`config.mk`:
```
export PLATFORM = sky130hd
export DESIGN_NAME = agc_timepulse_gen
export DESIGN_NICKNAME = d
export VERILOG_FILES = /design/src/rtl/agc_timer_pkg.sv /design/src/rtl/agc_clkdiv.sv /design/src/rtl/agc_timepulse_gen.sv
export SDC_FILE = /design/constraint.sdc
export NUM_CORES = 1
export LEC_CHECK = 0
export ABC_CLOCK_PERIOD_IN_PS = 3800
export BUFFER_PORTS_ARGS = -buffer_cell sky130_fd_sc_hd__buf_2
export CORE_UTILIZATION = 49
export DETAILED_ROUTE_END_ITERATION = 8
export PLACE_DENSITY = 0.82
export SLEW_MARGIN = 30
export SYNTH_ARGS = -nofsm -noshare
export SYNTH_HDL_FRONTEND = slang
export SYNTH_SLANG_ARGS = --single-unit
```
`constraint.sdc`:
```
create_clock -name CLOCK -period 3.8 [get_ports CLOCK]
set_input_delay 0.76 -clock CLOCK [delete_from_list [all_inputs] [get_ports CLOCK]]
set_output_delay 0.76 -clock CLOCK [all_outputs]
set_load 0.1 [all_outputs]
```
`src/rtl/agc_timer_pkg.sv`:
```
// Shared STOPMODE encodings and counter-width helpers for the AGC timepulse generator.
package agc_timer_pkg;

  localparam logic [1:0] SM_RUN      = 2'b00;
  localparam logic [1:0] SM_INST     = 2'b01;
  localparam logic [1:0] SM_PULSE    = 2'b10;
  localparam logic [1:0] SM_INST_ALT = 2'b11;

  // Counter width for a range of n values; a range of one still needs one bit.
  function automatic int cnt_w(input int n);
    return (n <= 1) ? 1 : $clog2(n);
  endfunction

  function automatic logic stop_hit(input logic [1:0] sm, input logic last_tp);
    logic hit;
    case (sm)
      SM_PULSE:             hit = 1'b1;
      SM_INST, SM_INST_ALT: hit = last_tp;
      default:              hit = 1'b0;
    endcase
    return hit;
  endfunction

endpackage

```
`src/rtl/agc_clkdiv.sv`:
```
// CLOCK-to-phase divider: counts 0..DIVIDE-1 and pulses adv on the wrap.
module agc_clkdiv
  import agc_timer_pkg::*;
#(
  parameter int DIVIDE = 2
) (
  input  logic clk,
  input  logic rst_n,
  input  logic clr,
  input  logic en,
  output logic adv,
  output logic last_nxt
);

  localparam int            DW       = cnt_w(DIVIDE);
  localparam logic [DW-1:0] DIV_LAST = DW'(DIVIDE - 1);

  logic [DW-1:0] div_d;
  logic [DW-1:0] div_q;

  // Next divider count; last_nxt lets the parent predict a stop boundary one cycle ahead.
  always_comb begin
    div_d = div_q;
    adv   = 1'b0;
    if (clr) begin
      div_d = '0;
    end else if (en) begin
      if (div_q == DIV_LAST) begin
        div_d = '0;
        adv   = 1'b1;
      end else begin
        div_d = div_q + DW'(1);
      end
    end else begin
      div_d = div_q;
    end
    last_nxt = (div_d == DIV_LAST);
  end

  // Divider register.
  always_ff @(posedge clk or negedge rst_n) begin
    if (!rst_n) begin
      div_q <= '0;
    end else begin
      div_q <= div_d;
    end
  end

endmodule

```
`src/rtl/agc_timepulse_gen.sv`:
```
// AGC timepulse generator: phase/timepulse counters, memory-cycle parity,
// instruction/pulse stop modes with STEP advance, and GOJAM restart.
module agc_timepulse_gen
  import agc_timer_pkg::*;
#(
  parameter int NPULSES = 12,
  parameter int NPHASES = 4,
  parameter int DIVIDE  = 2
) (
  input  logic               CLOCK,
  input  logic               RESET_,
  input  logic               GOJAM,
  input  logic [1:0]         STOPMODE,
  input  logic               STEP,
  output logic [NPHASES-1:0] PHS,
  output logic [NPULSES-1:0] T,
  output logic [NPULSES-1:0] T_,
  output logic               TSTB,
  output logic               EVEN,
  output logic               STOPPED
);

  localparam int            PW      = cnt_w(NPHASES);
  localparam int            TW      = cnt_w(NPULSES);
  localparam logic [PW-1:0] PH_LAST = PW'(NPHASES - 1);
  localparam logic [TW-1:0] TP_LAST = TW'(NPULSES - 1);

  logic [PW-1:0] ph_d, ph_q;
  logic [TW-1:0] tp_d, tp_q;
  logic          even_d, even_q;
  logic          stopped_d, stopped_q;
  logic          tstb_d, tstb_q;
  logic          step_d, step_q;
  logic          step_edge_d, step_edge_q;
  logic          run;
  logic          adv;
  logic          div_last_nxt;

  // A frozen generator is released by a registered STEP edge or by returning to run mode.
  assign run = !stopped_q || step_edge_q || (STOPMODE == SM_RUN);

  agc_clkdiv #(
    .DIVIDE (DIVIDE)
  ) u_clkdiv (
    .clk      (CLOCK),
    .rst_n    (RESET_),
    .clr      (GOJAM),
    .en       (run),
    .adv      (adv),
    .last_nxt (div_last_nxt)
  );

  // Next-state for counters, parity, strobe, stop flag and STEP edge detect.
  always_comb begin
    ph_d        = ph_q;
    tp_d        = tp_q;
    even_d      = even_q;
    tstb_d      = 1'b0;
    stopped_d   = stopped_q;
    step_d      = STEP;
    step_edge_d = 1'b0;
    if (GOJAM) begin
      ph_d      = '0;
      tp_d      = '0;
      even_d    = 1'b0;
      stopped_d = 1'b0;
    end else begin
      step_edge_d = STEP & ~step_q;
      if (adv) begin
        if (ph_q == PH_LAST) begin
          ph_d   = '0;
          tstb_d = 1'b1;
          if (tp_q == TP_LAST) begin
            tp_d   = '0;
            even_d = ~even_q;
          end else begin
            tp_d = tp_q + TW'(1);
          end
        end else begin
          ph_d = ph_q + PW'(1);
        end
      end else begin
        ph_d = ph_q;
      end
      // STOPPED is set on entry to the boundary state, so it is looked up from the next counts.
      if (run) begin
        stopped_d = div_last_nxt && (ph_d == PH_LAST) && stop_hit(STOPMODE, tp_d == TP_LAST);
      end else begin
        stopped_d = stopped_q;
      end
    end
  end

  // State registers.
  always_ff @(posedge CLOCK or negedge RESET_) begin
    if (!RESET_) begin
      ph_q        <= '0;
      tp_q        <= '0;
      even_q      <= 1'b0;
      stopped_q   <= 1'b0;
      tstb_q      <= 1'b0;
      step_q      <= 1'b0;
      step_edge_q <= 1'b0;
    end else begin
      ph_q        <= ph_d;
      tp_q        <= tp_d;
      even_q      <= even_d;
      stopped_q   <= stopped_d;
      tstb_q      <= tstb_d;
      step_q      <= step_d;
      step_edge_q <= step_edge_d;
    end
  end

  // One-hot decode of the phase and timepulse registers.
  always_comb begin
    PHS = '0;
    T   = '0;
    for (int i = 0; i < NPHASES; i++) begin
      PHS[i] = (ph_q == PW'(i));
    end
    for (int i = 0; i < NPULSES; i++) begin
      T[i] = (tp_q == TW'(i));
    end
  end

  assign T_      = ~T;
  assign TSTB    = tstb_q;
  assign EVEN    = even_q;
  assign STOPPED = stopped_q;

endmodule

```
After elaboration in Yosys (flattened, before gate mapping) --
Index checks and enable logic that the tools add are counted. W data, S select, Z words.
Storage, ports and cells: flip-flop bits (word level) 12, input bits 6, output and inout port bits 31, word-level logic and storage cells 76
Operators by class: add/sub/neg operators 3, eq/ne operators 19, mux-type cells 28, bitwise logic cells 4, reduce and logical (&&, ||, !) cells 14
Operators with widths (number):
- $eq A4 B4 Y1 const B | 5
- $mux W4 | 5
- $mux W1 | 18
- $eq A4 B3 Y1 const B | 4
- $not A12 Y12 | 1
- $eq A2 B2 Y1 const B | 5
- $eq A4 B2 Y1 const B | 2
- $mux W2 | 4
- $reduce_bool A2 Y1 | 4
- $add A4 B1 Y4 const B | 1
- $eq A2 B1 Y1 const B | 2
- $eq A4 B1 Y1 const B | 1
- $logic_not A2 Y1 | 2
- $logic_not A4 Y1 | 1
- $reduce_and A3 Y1 | 1
- $add A2 B1 Y2 const B | 1
- $logic_and A1 B1 Y1 | 2
- $logic_or A1 B1 Y1 | 2
- $not A1 Y1 | 2
- $pmux W1 S2 | 1
- $reduce_or A2 Y1 | 1
- $add A1 B1 Y1 const B | 1
- $and A1 B1 Y1 | 1
- $logic_not A1 Y1 | 1

Depth between registers and ports, before layout --
word-level depth 14, gate-level depth with buffers 9, gate-level depth less buffers 8

By module --
A second synthesis with hierarchy kept.
Second synthesis, totals: cell total of the unflattened synthesis 96, area total of the unflattened synthesis 792.0 um^2
By module, submodules not included:
- agc_timepulse_gen | instances 1, cells an instance 92, area an instance 742.0 um^2, seq. area each 275.3 um^2
- agc_clkdiv | instances 1, cells an instance 4, area an instance 50.0 um^2, seq. area each 25.0 um^2

Worst setup path before layout --
No wires, ideal clock.
path type register -> output, start register tp_q[0], end output T[7], arrival 2462 ps, required time 3040 ps, slack 578 ps, cell stages (with the launch flop) 4, buffers on the path 0, cell sequence dfrtp_1 > ha_1 > nand3b_1 > inv_1
On the way: longest elaborated chain between the ends 1
RTL lines:
- start: declaration | RTL line agc_timepulse_gen.sv:29 | logic [TW-1:0] tp_d, tp_q;
- start signal: assignment | RTL line agc_timepulse_gen.sv:106 | tp_q <= tp_d;
- $eq A4 B3 Y1 | RTL line agc_timepulse_gen.sv:123 | T[i] = (tp_q == TW'(i));
- end: declaration | RTL line agc_timepulse_gen.sv:16 | output logic [NPULSES-1:0] T,
No other way between the ends.

Final worst setup path --
start register tp_q[0], end output T[3]
On the way: longest elaborated chain between the ends 1
RTL lines (RTL line):
- $eq A4 B2 Y1 | agc_timepulse_gen.sv:123
No other way between the ends.

==> summary.md <==
| Metric | Value |
|---|---|
| Outcome | finished with violations |
| Violated checks | design-rule violations |
| Most used routing layer | met2 |
| Initial antenna violation count | 0 |
| Cell area after synthesis | 845 um2 |
| Pwr dens | 271 nW/um2 |
| Post-synth ARST share | 1.00 |
| Final-report hold violation count | 0 |
| Slew @ Worst Pin | 493 ps |
| Ports | 37 |
| Final Skew | 2.58 ps |
| Cell Area, Placed | 1020 um2 |
| Routed vias/inst | 5.17 |
| P_leak | 0.628 nW |
| Post-synth EDFFs | 0 |
| Netlist cell types | 32 |
| Clock Latency Late Sink | 270 ps |
| CP Class | register to primary output |
| Clock sinks | 12 |
| Yosys Warn Count | 0 |
| Number of setup buffers added after CTS | 0 |
| Mux share of post-synthesis cell area | 0.0237 |
| Hpwl dp | 1.32 mm |
| Final setup violation count | 0 |
| Area delta synth->final | 25.2% |
| Largest net degree at the start of global routing | 15 |
| Grt ovf | 0 |
| Final Wtd Congestion | 0.754 |
| HP Class | input pin to asynchronous set/reset pin |
| Dpl ws | 1340 ps |
| Simple-gate share of the synthesized area | 0.280 |
| Max-Cap Viols | 0 |
| Worst EP required | 3040 ps |
| DRC | 10 |
| Average routed wire per standard cell | 10.9 um |
| Post-Synthesis Cells | 100 |
| IO Port Bufs | 36 |
| Final total power | 0.287 mW |
| Die X | 43.5 um |
| Crit path arrival time | 1990 ps |
| Die height | 43.5 um |
| Cts repair resizes | 0 |
| Final nets | 153 |
| Core Rows | 14 |
| Slew headroom | 0.674 |
| Diode count | 0 |
| Met3 Use GR | 0.0167 |
| CTS Root Cell | clkbuf_4 |
| Compound-Gate Fraction of Synth Area | 0.0933 |
| Kind of end point of the critical path | primary output |
| Xor-xnor portion of the synthesized cell area | 0.0104 |
| CP max FO | 7 |
| Synth Register Bits | 12 |
| Avg Synthesized Cell Area | 8.45 um2 |
| Clock Pin Slew Worst Setup and Hold Paths | 70 ps |
| Die area | 1890 um2 |
| RSZ-0062 raised after global routing | false |
| Final ANT Viol Nets | 0 |
| Initial Util | 0.542 |
| Htree depth | 1 |
| Setup tns final | 0 ps |
| Final setup margin | 1050 ps |
| Initial drt markers | 24 |
| Fin area | 1060 um2 |
| Vias | 791 |
| Core ar. | 1560 um2 |
| First-pass GRT wire length | 2.75 mm |
| Top_reg_cell synth | dfrtp_1 |
| Layout cells sized above 1 | 0.358 |
| Hold-fix buffers at CTS | 0 |
| Fraction of the mapped netlist area in adder cells | 0.133 |
| Total Wirelength | 1.67 mm |
| Clock Tree Buf Depth | 2 |
| Post-synthesis sequential area ratio | 0.356 |
| Final core occ | 0.678 |
| Vias in the first global route | 682 |
| Final period util | 0.725 |
| Max frequency | 0.363 GHz |
| Routing usage on met2 | 0.355 |
| Fin crit period | 2750 ps |
| Crit start category | register |
| Met1 Use GR | 0.214 |
| Syn nets | 115 |
| Combinational family with the most area after synthesis | simple AND/OR/NAND/NOR gates |
| TritonRoute pass-1 iters | 6 |
| CTS tree | built |
| TritonCTS buffer count | 3 |
| Fin. max-slew vios | 0 |
| Tot GR Track Use | 0.196 |
| Worst vdd ir | 235 uV |
## final cells by class
| class | count | area [um2] |
|---|---|---|
| tap | 16 | 20.0 |
| fill | 132 | 502 |
| timing repair buffer | 36 | 180 |
| clock buffer | 4 | 36.3 |
| sequential | 12 | 300 |
| inverter | 17 | 63.8 |
| multi-input combinational | 68 | 457 |
## registers in the layout (all words and copies together) (netlist names)
signal and flops:
tp_q 4, ph_q 2, EVEN 1, STOPPED 1, TSTB 1, step_edge_q 1
step_q 1, u_clkdiv.div_q 1
## critical path, stage by stage (launching register included)
cell     delay (ps)
dfrtp_1         460
ha_1            320
or3b_2          480
inv_1            60
buf_2           410
## logic make-up (layout without fill, tap and decap cells)
family | count (synthesis) | in the layout
xor+xnor | 1 | 1
buf+inv | 20 | 57
simple gates | 44 | 44
compound gates | 12 | 12
mux | 2 | 2
flops | 12 | 12
fa+ha+maj | 9 | 9
## power breakdown
group	switching, mW	leakage, nW	internal (mW)
clock network	0.0408	0.0210	0.0582
registers	0.00337	0.162	0.131
logic	0.0412	0.445	0.0123
## layer usage
metal	up-vias	part of all wire
li1	395	-
met1	358	0.41
met2	34	0.52
met3	4	0.057
met4	0	0.019
met5	-	0
## worst paths after layout
check / start / to / slack [ps] / cells past startpoint
worst max-delay path: tp_q[0] / T[3] / 1050 / 4
worst min-delay path: RESET_ / tp_q[1] / 350 / 1
worst max register to register: STOPPED / STOPPED / 1910 / 8
worst min register to register: step_q / step_edge_q / 410 / 1
max in group asynchronous: RESET_ / TSTB / 3240 / 1
min in group CLOCK: step_q / step_edge_q / 410 / 1
## stage by stage
stage / hold slack, ps / cells
after floorplan: 382 / 100
after global placement: 393 / 149
after detailed placement: 398 / 149
after CTS: 351 / 153
after global routing: 357 / 153
final: 350 / 153
## layout by cell type, fill, tap and decap left out, types with 2 or more instances in the layout
master    synthesis  final
inv_1            16     16
clkbuf_4          0      3
nand3_1           2      2
a21oi_1           5      5
buf_2             0     36
nor3_1            4      4
nand2_1          13     13
ha_1              9      9
dfrtp_1          12     12
nor2_1           10     10
nand3b_1          2      2
nand4b_1          2      2
o21ai_0           3      3
mux2i_1           2      2
## Yosys cell counts (2+ instances only)
cell | instances | share of area
inv_1 | 16 | 0.071
nand2_1 | 13 | 0.058
dfrtp_1 | 12 | 0.36
nor2_1 | 10 | 0.044
ha_1 | 9 | 0.13
a21oi_1 | 5 | 0.030
nor3_1 | 4 | 0.024
o21ai_0 | 3 | 0.018
mux2i_1 | 2 | 0.024
nand3_1 | 2 | 0.012
nand3b_1 | 2 | 0.018
nand4b_1 | 2 | 0.021
(Power assumes the default switching activity.)
